`src/rtl/ql_irq_pkg.sv`:
```
// Shared constants and helpers for the QL interrupt controller.
package ql_irq_pkg;

    localparam logic [2:0] REG_PEND = 3'd0;
    localparam logic [2:0] REG_MASK = 3'd1;
    localparam logic [2:0] REG_MODE = 3'd2;
    localparam logic [2:0] REG_STAT = 3'd3;
    localparam logic [2:0] REG_LOST = 3'd4;

    localparam int STAT_ANY_BIT = 15;
    localparam int STAT_ID_LSB  = 8;

    // Lowest set index wins; 0 when nothing is pending.
    function automatic logic [3:0] prio_id(input logic [15:0] pend);
        logic [3:0] id;
        id = 4'd0;
        for (int i = 15; i >= 0; i--) begin
            if (pend[i]) id = 4'(i);
        end
        return id;
    endfunction

endpackage

```
`src/rtl/ql_irq_sync.sv`:
```
// N-wide multi-stage synchroniser with a one-clk delayed copy and rise output.
module ql_irq_sync #(
    parameter int N           = 8,
    parameter int SYNC_STAGES = 2
) (
    input  logic         clk,
    input  logic         reset,
    input  logic [N-1:0] src,
    output logic [N-1:0] s,
    output logic [N-1:0] s_d,
    output logic [N-1:0] rise
);

    logic [SYNC_STAGES-1:0][N-1:0] sync_q;

    always_ff @(posedge clk or posedge reset) begin
        if (reset) begin
            sync_q <= '0;
            s_d    <= '0;
        end else begin
            sync_q[0] <= src;
            for (int k = 1; k < SYNC_STAGES; k++) sync_q[k] <= sync_q[k-1];
            s_d <= sync_q[SYNC_STAGES-1];
        end
    end

    assign s    = sync_q[SYNC_STAGES-1];
    assign rise = s & ~s_d;

endmodule

```
`src/rtl/ql_irq_ctrl.sv`:
```
// QL interrupt controller: N sources, edge/level mode, mask, W1C ack, IPL merge.
// Build option QL_IRQ_LOST_EN adds the lost-interrupt register at addr 4.
module ql_irq_ctrl
    import ql_irq_pkg::*;
#(
    parameter int          N           = 8,
    parameter int          SYNC_STAGES = 2,
    parameter int          IRQ_LEVEL   = 2,
    parameter logic [15:0] MODE_RST    = 16'h0000
) (
    input  logic         clk,
    input  logic         reset,
    input  logic         cen,
    input  logic [N-1:0] src,
    input  logic         sel,
    input  logic         wr,
    input  logic [2:0]   addr,
    input  logic [15:0]  din,
    output logic [15:0]  dout,
    input  logic [1:0]   ext_ipl_n,
    output logic [1:0]   ipl_n,
    output logic         irq_any
);

    logic [N-1:0] s, s_d, rise;
    logic [N-1:0] pending, pending_nxt, mask, mode;
    logic [N-1:0] rise_m, ack;
    logic         we;
    logic [1:0]   ext_lvl, int_lvl, ipl_lvl;
    logic [15:0]  pend16, mask16, mode16, lost16, stat16;
    logic         unused_din;

    ql_irq_sync #(.N(N), .SYNC_STAGES(SYNC_STAGES)) u_sync (
        .clk  (clk),
        .reset(reset),
        .src  (src),
        .s    (s),
        .s_d  (s_d),
        .rise (rise)
    );

    assign we         = sel & wr & cen;
    assign ack        = (we && addr == REG_PEND) ? din[N-1:0] : '0;
    assign rise_m     = rise & mask & ~mode;
    assign unused_din = ^din;

    // Set beats ack; level-mode bits simply follow the masked source.
    always_comb begin
        pending_nxt = pending;
        for (int i = 0; i < N; i++) begin
            if (mode[i])        pending_nxt[i] = s[i] & mask[i];
            else if (rise_m[i]) pending_nxt[i] = 1'b1;
            else if (ack[i])    pending_nxt[i] = 1'b0;
        end
    end

    always_ff @(posedge clk or posedge reset) begin
        if (reset) begin
            pending <= '0;
            mask    <= '0;
            mode    <= MODE_RST[N-1:0];
        end else begin
            pending <= pending_nxt;
            if (we && addr == REG_MASK) mask <= din[N-1:0];
            if (we && addr == REG_MODE) mode <= din[N-1:0];
        end
    end

`ifdef QL_IRQ_LOST_EN
    logic [N-1:0] lost;
    logic [N-1:0] lost_clr;

    assign lost_clr = (we && addr == REG_LOST) ? din[N-1:0] : '0;

    always_ff @(posedge clk or posedge reset) begin
        if (reset) lost <= '0;
        else       lost <= (lost & ~lost_clr) | (rise_m & pending & ~ack);
    end

    assign lost16 = 16'(lost);
`else
    assign lost16 = 16'h0000;
`endif

    assign ext_lvl = ~ext_ipl_n;
    assign int_lvl = (|pending) ? 2'(IRQ_LEVEL) : 2'd0;
    assign ipl_lvl = (ext_lvl > int_lvl) ? ext_lvl : int_lvl;

    always_ff @(posedge clk or posedge reset) begin
        if (reset) begin
            ipl_n   <= 2'b11;
            irq_any <= 1'b0;
        end else begin
            ipl_n   <= ~ipl_lvl;
            irq_any <= |pending;
        end
    end

    assign pend16 = 16'(pending);
    assign mask16 = 16'(mask);
    assign mode16 = 16'(mode);

    always_comb begin
        stat16 = 16'h0000;
        stat16[STAT_ANY_BIT] = irq_any;
        stat16[STAT_ID_LSB +: 4] = prio_id(pend16);
    end

    always_comb begin
        case (addr)
            REG_PEND: dout = pend16;
            REG_MASK: dout = mask16;
            REG_MODE: dout = mode16;
            REG_STAT: dout = stat16;
            REG_LOST: dout = lost16;
            default:  dout = 16'h0000;
        endcase
    end

endmodule

```
`config.mk`:
```
export PLATFORM = sky130hd
export DESIGN_NAME = ql_irq_ctrl
export DESIGN_NICKNAME = d
export VERILOG_FILES = /design/src/rtl/ql_irq_pkg.sv /design/src/rtl/ql_irq_sync.sv /design/src/rtl/ql_irq_ctrl.sv
export SDC_FILE = /design/constraint.sdc
export NUM_CORES = 1
export LEC_CHECK = 0
export CORE_ASPECT_RATIO = 1.5
export CORE_MARGIN = 10
export CORE_UTILIZATION = 30
export CTS_CLUSTER_DIAMETER = 50
export DETAILED_ROUTE_END_ITERATION = 10
export PLACE_DENSITY = 0.54
export SYNTH_ARGS = -nofsm -noshare
export SYNTH_HDL_FRONTEND = slang
export SYNTH_SLANG_ARGS = --single-unit
```
`constraint.sdc`:
```
create_clock -name clk -period 3.9 [get_ports clk]
set_clock_uncertainty 0.15 [all_clocks]
set_input_delay 0.975 -clock clk [delete_from_list [all_inputs] [get_ports clk]]
set_output_delay 0.975 -clock clk [all_outputs]
set_load 0.03 [all_outputs]
```
==> reports/summary.txt <==
Die height - 124 µm
Pre-CTS setup slack - 0.352 ns
CTS Buf Count - 5
FF-to-FF path depth - 5
Design Power - 1.32 mW
Row count - 37
Tot GR Track Use - 0.0878
Simple-gate area share of the yosys netlist - 0.130
Critical Path Max Stage Delay - 0.62 ns
Final min period - 3.57 ns
RSZ-0062 raised after global routing - false
Setup CP Type - in2out
Worst R2R Start - pending[0]
H-tree levels - 2
Power per cell area - 474 nW/µm²
CP Capture Point - dout[7]
Synth-to-Final Area Change - 29.7%
Via/cell ratio - 4.72
Maximum root-to-sink buffer count - 2
Distinct cells, synth - 32
Sequential cell area fraction in the yosys report - 0.594
Post-DP Area - 2710 µm²
Clock Sinks - 51
TritonCTS clock tree - yes
Adder-cell share of the synthesized area - 0.00581
Critical Path Slowest Stage Cell - clkdlybuf4s50_1
Fraction of layout instances using a drive strength above 1 - 0.231
Proportion of synthesized area in mux cells - 0.126
Final worst path period share - 0.914
DR vias - 1411
FF/Latch Area - 1280 µm²
Ys Warns - 0
Final slew viol count - 0
Yosys reg bits - 51
VDD IR max - 0.000171 V
Core Region - 6940 µm²
Worst Max-Slew Pin Slew - 0.556 ns
Synthesized area per cell - 12.7 µm²
Cts repair resizes - 0
Worst reg2reg setup slack - 1.66 ns
Status - finished, final reports clean
Crit path DAT - 2.44 ns
Post-route ant nets - 0
Initial Util - 0.310
First-pass GRT wire length - 7510 µm
Die Wd - 89.2 µm
Final WL - 4660 µm
Leak - 1.23 nW
CP bufs+invs - 3
HPWL Detailed - 3450 µm
N_diodes - 0
Ports - 53
Post-synthesis compound-gate area fraction - 0.101
Max-capacitance violation count - 0
Critical Path RT - 2.77 ns
Slew HR - 0.629
FILL cells - 675
Drt drc - 0
Worst setup startpoint - addr[0]
Final setup margin - 0.334 ns
EDFF count, synth - 0
TritonRoute pass-1 iters - 5
Hold_ws - 0.197 ns
CP Launch Type - input pin
Clock Pin Slew Worst Setup and Hold Paths - 0.08 ns
GPL Wtd Cong - 0.766
End of the worst register-to-register path - ipl_n[1]
Xor/xnor cell area share of the yosys netlist - 0
Critical path's top delay family - buffers and inverters
Wire per inst - 15.6 µm
Cells after Synth - 170
Die area - 11000 µm²
Post-route setup TNS - 0 ns
CTS root buffer - clkbuf_8
Starting DRT DRC Count - 92
FFs w/ async S/R, synth - 1.00
Clock latency on the worst-skew pair - 0.30 ns
Initial antenna violation count - 0
Fin nets - 255
Final setup viols - 0
Main combinational cell family by area after synthesis - simple AND/OR/NAND/NOR gates
Vias in the first global route - 1528
CP Capture Type - output pin
Setup Fix Bufs, Post-CTS - 0
Cts hold-fix bufs - 0
Count of final hold-check violations - 0
Total congestion overflow - 0
Main synth FF type - dfrtp_1
F_max - 0.280 GHz
Fin area - 2790 µm²
Synthesized area - 2150 µm²
Crit-path cells - clkdlybuf4s50_1 > buf_4 > mux2i_1 > a2bb2oi_1 > nor2_1 > buf_12
I/O Buffers - 40
Largest net degree at the start of global routing - 38
Worst Path Max Fanout - 6
Multi-input logic area - 797 µm²
Cell count along the critical path - 6
Tightest Hold Check Type - reg2reg
-- Yosys cell counts, types with 2 or more instances --
cell	number	area [µm²]
a21oi_1	2	10.0
a2bb2oi_1	8	70.1
buf_2	2	10.0
buf_4	4	30.0
buf_6	2	22.5
dfrtp_1	49	1230
dfstp_2	2	52.6
inv_1	6	22.5
mux2_2	17	191
mux2i_1	8	80.1
nand2_1	7	26.3
nand2b_1	7	43.8
nor2_1	13	48.8
nor2b_1	10	62.6
nor3_1	2	10.0
o21ai_0	9	45.0
o22a_1	7	61.3
-- cell type report --
cell class	instances	share of cell area
tap	78	0.0350
multi-input combinational	107	0.286
clock buffer	7	0.0274
clock inverter	1	0.00179
inverter	6	0.00807
timing repair buffer	49	0.184
sequential	51	0.458
-- power by group --
group	internal, mW	switching, mW	leakage [nW]	total [mW]
registers	0.616	0.0881	0.605	0.704
clock network	0.126	0.162	0.0422	0.289
logic	0.182	0.148	0.583	0.330
-- metal layers --
layer,wire length (µm),part of all wire,vias up,GRT usage
met5,0,0,-,0
met4,87,0.019,0,0.0389
met3,363,0.078,7,0.0307
met2,2210,0.47,40,0.138
met1,1990,0.43,681,0.105
li1,-,-,683,-
-- registers in the layout (all words and copies together), names as in the netlist --
name,flops
mask,8
mode,8
pending,8
u_sync.s,8
u_sync.s_d,8
u_sync.sync_q,8
ipl_n,2
irq_any,1
-- layout by cell type (no fill, tap or decap), types with 6 or more instances in the layout --
| cell type | netlist | final |
|---|---|---|
| dfrtp_1 | 49 | 49 |
| clkdlybuf4s50_1 | 0 | 28 |
| mux2_2 | 17 | 17 |
| buf_4 | 4 | 15 |
| nor2_1 | 13 | 13 |
| nor2b_1 | 10 | 10 |
| o21ai_0 | 9 | 9 |
| mux2i_1 | 8 | 8 |
| a2bb2oi_1 | 8 | 8 |
| nand2b_1 | 7 | 7 |
| nand2_1 | 7 | 7 |
| o22a_1 | 7 | 7 |
| buf_12 | 0 | 6 |
-- worst min path at each step --
stage / from / endpoint / cells after the start
2_1_floorplan: u_sync.sync_q[0] / u_sync.s[0] / 0
3_3_place_gp: u_sync.sync_q[1] / u_sync.s[1] / 0
3_5_place_dp: u_sync.sync_q[2] / u_sync.s[2] / 0
4_1_cts: u_sync.sync_q[3] / u_sync.s[3] / 0
5_1_grt: u_sync.sync_q[0] / u_sync.s[0] / 0
6_report: u_sync.sync_q[3] / u_sync.s[3] / 0
-- metrics by stage --
stage          utilization  std cells
5_1_grt              0.402        299
6_report             0.402        299
3_3_place_gp         0.390        291
2_1_floorplan            -        173
3_5_place_dp         0.390        291
4_1_cts              0.402        299
-- logic make-up after synthesis --
family	count (synthesis)
buffers and inverters	15
muxes	25
AOI/OAI and AO/OA	30
other	1
and+or+nand+nor	47
adders and majority gates	1
DFF	51
No activity file was read; power rests on OpenSTA's default activity.
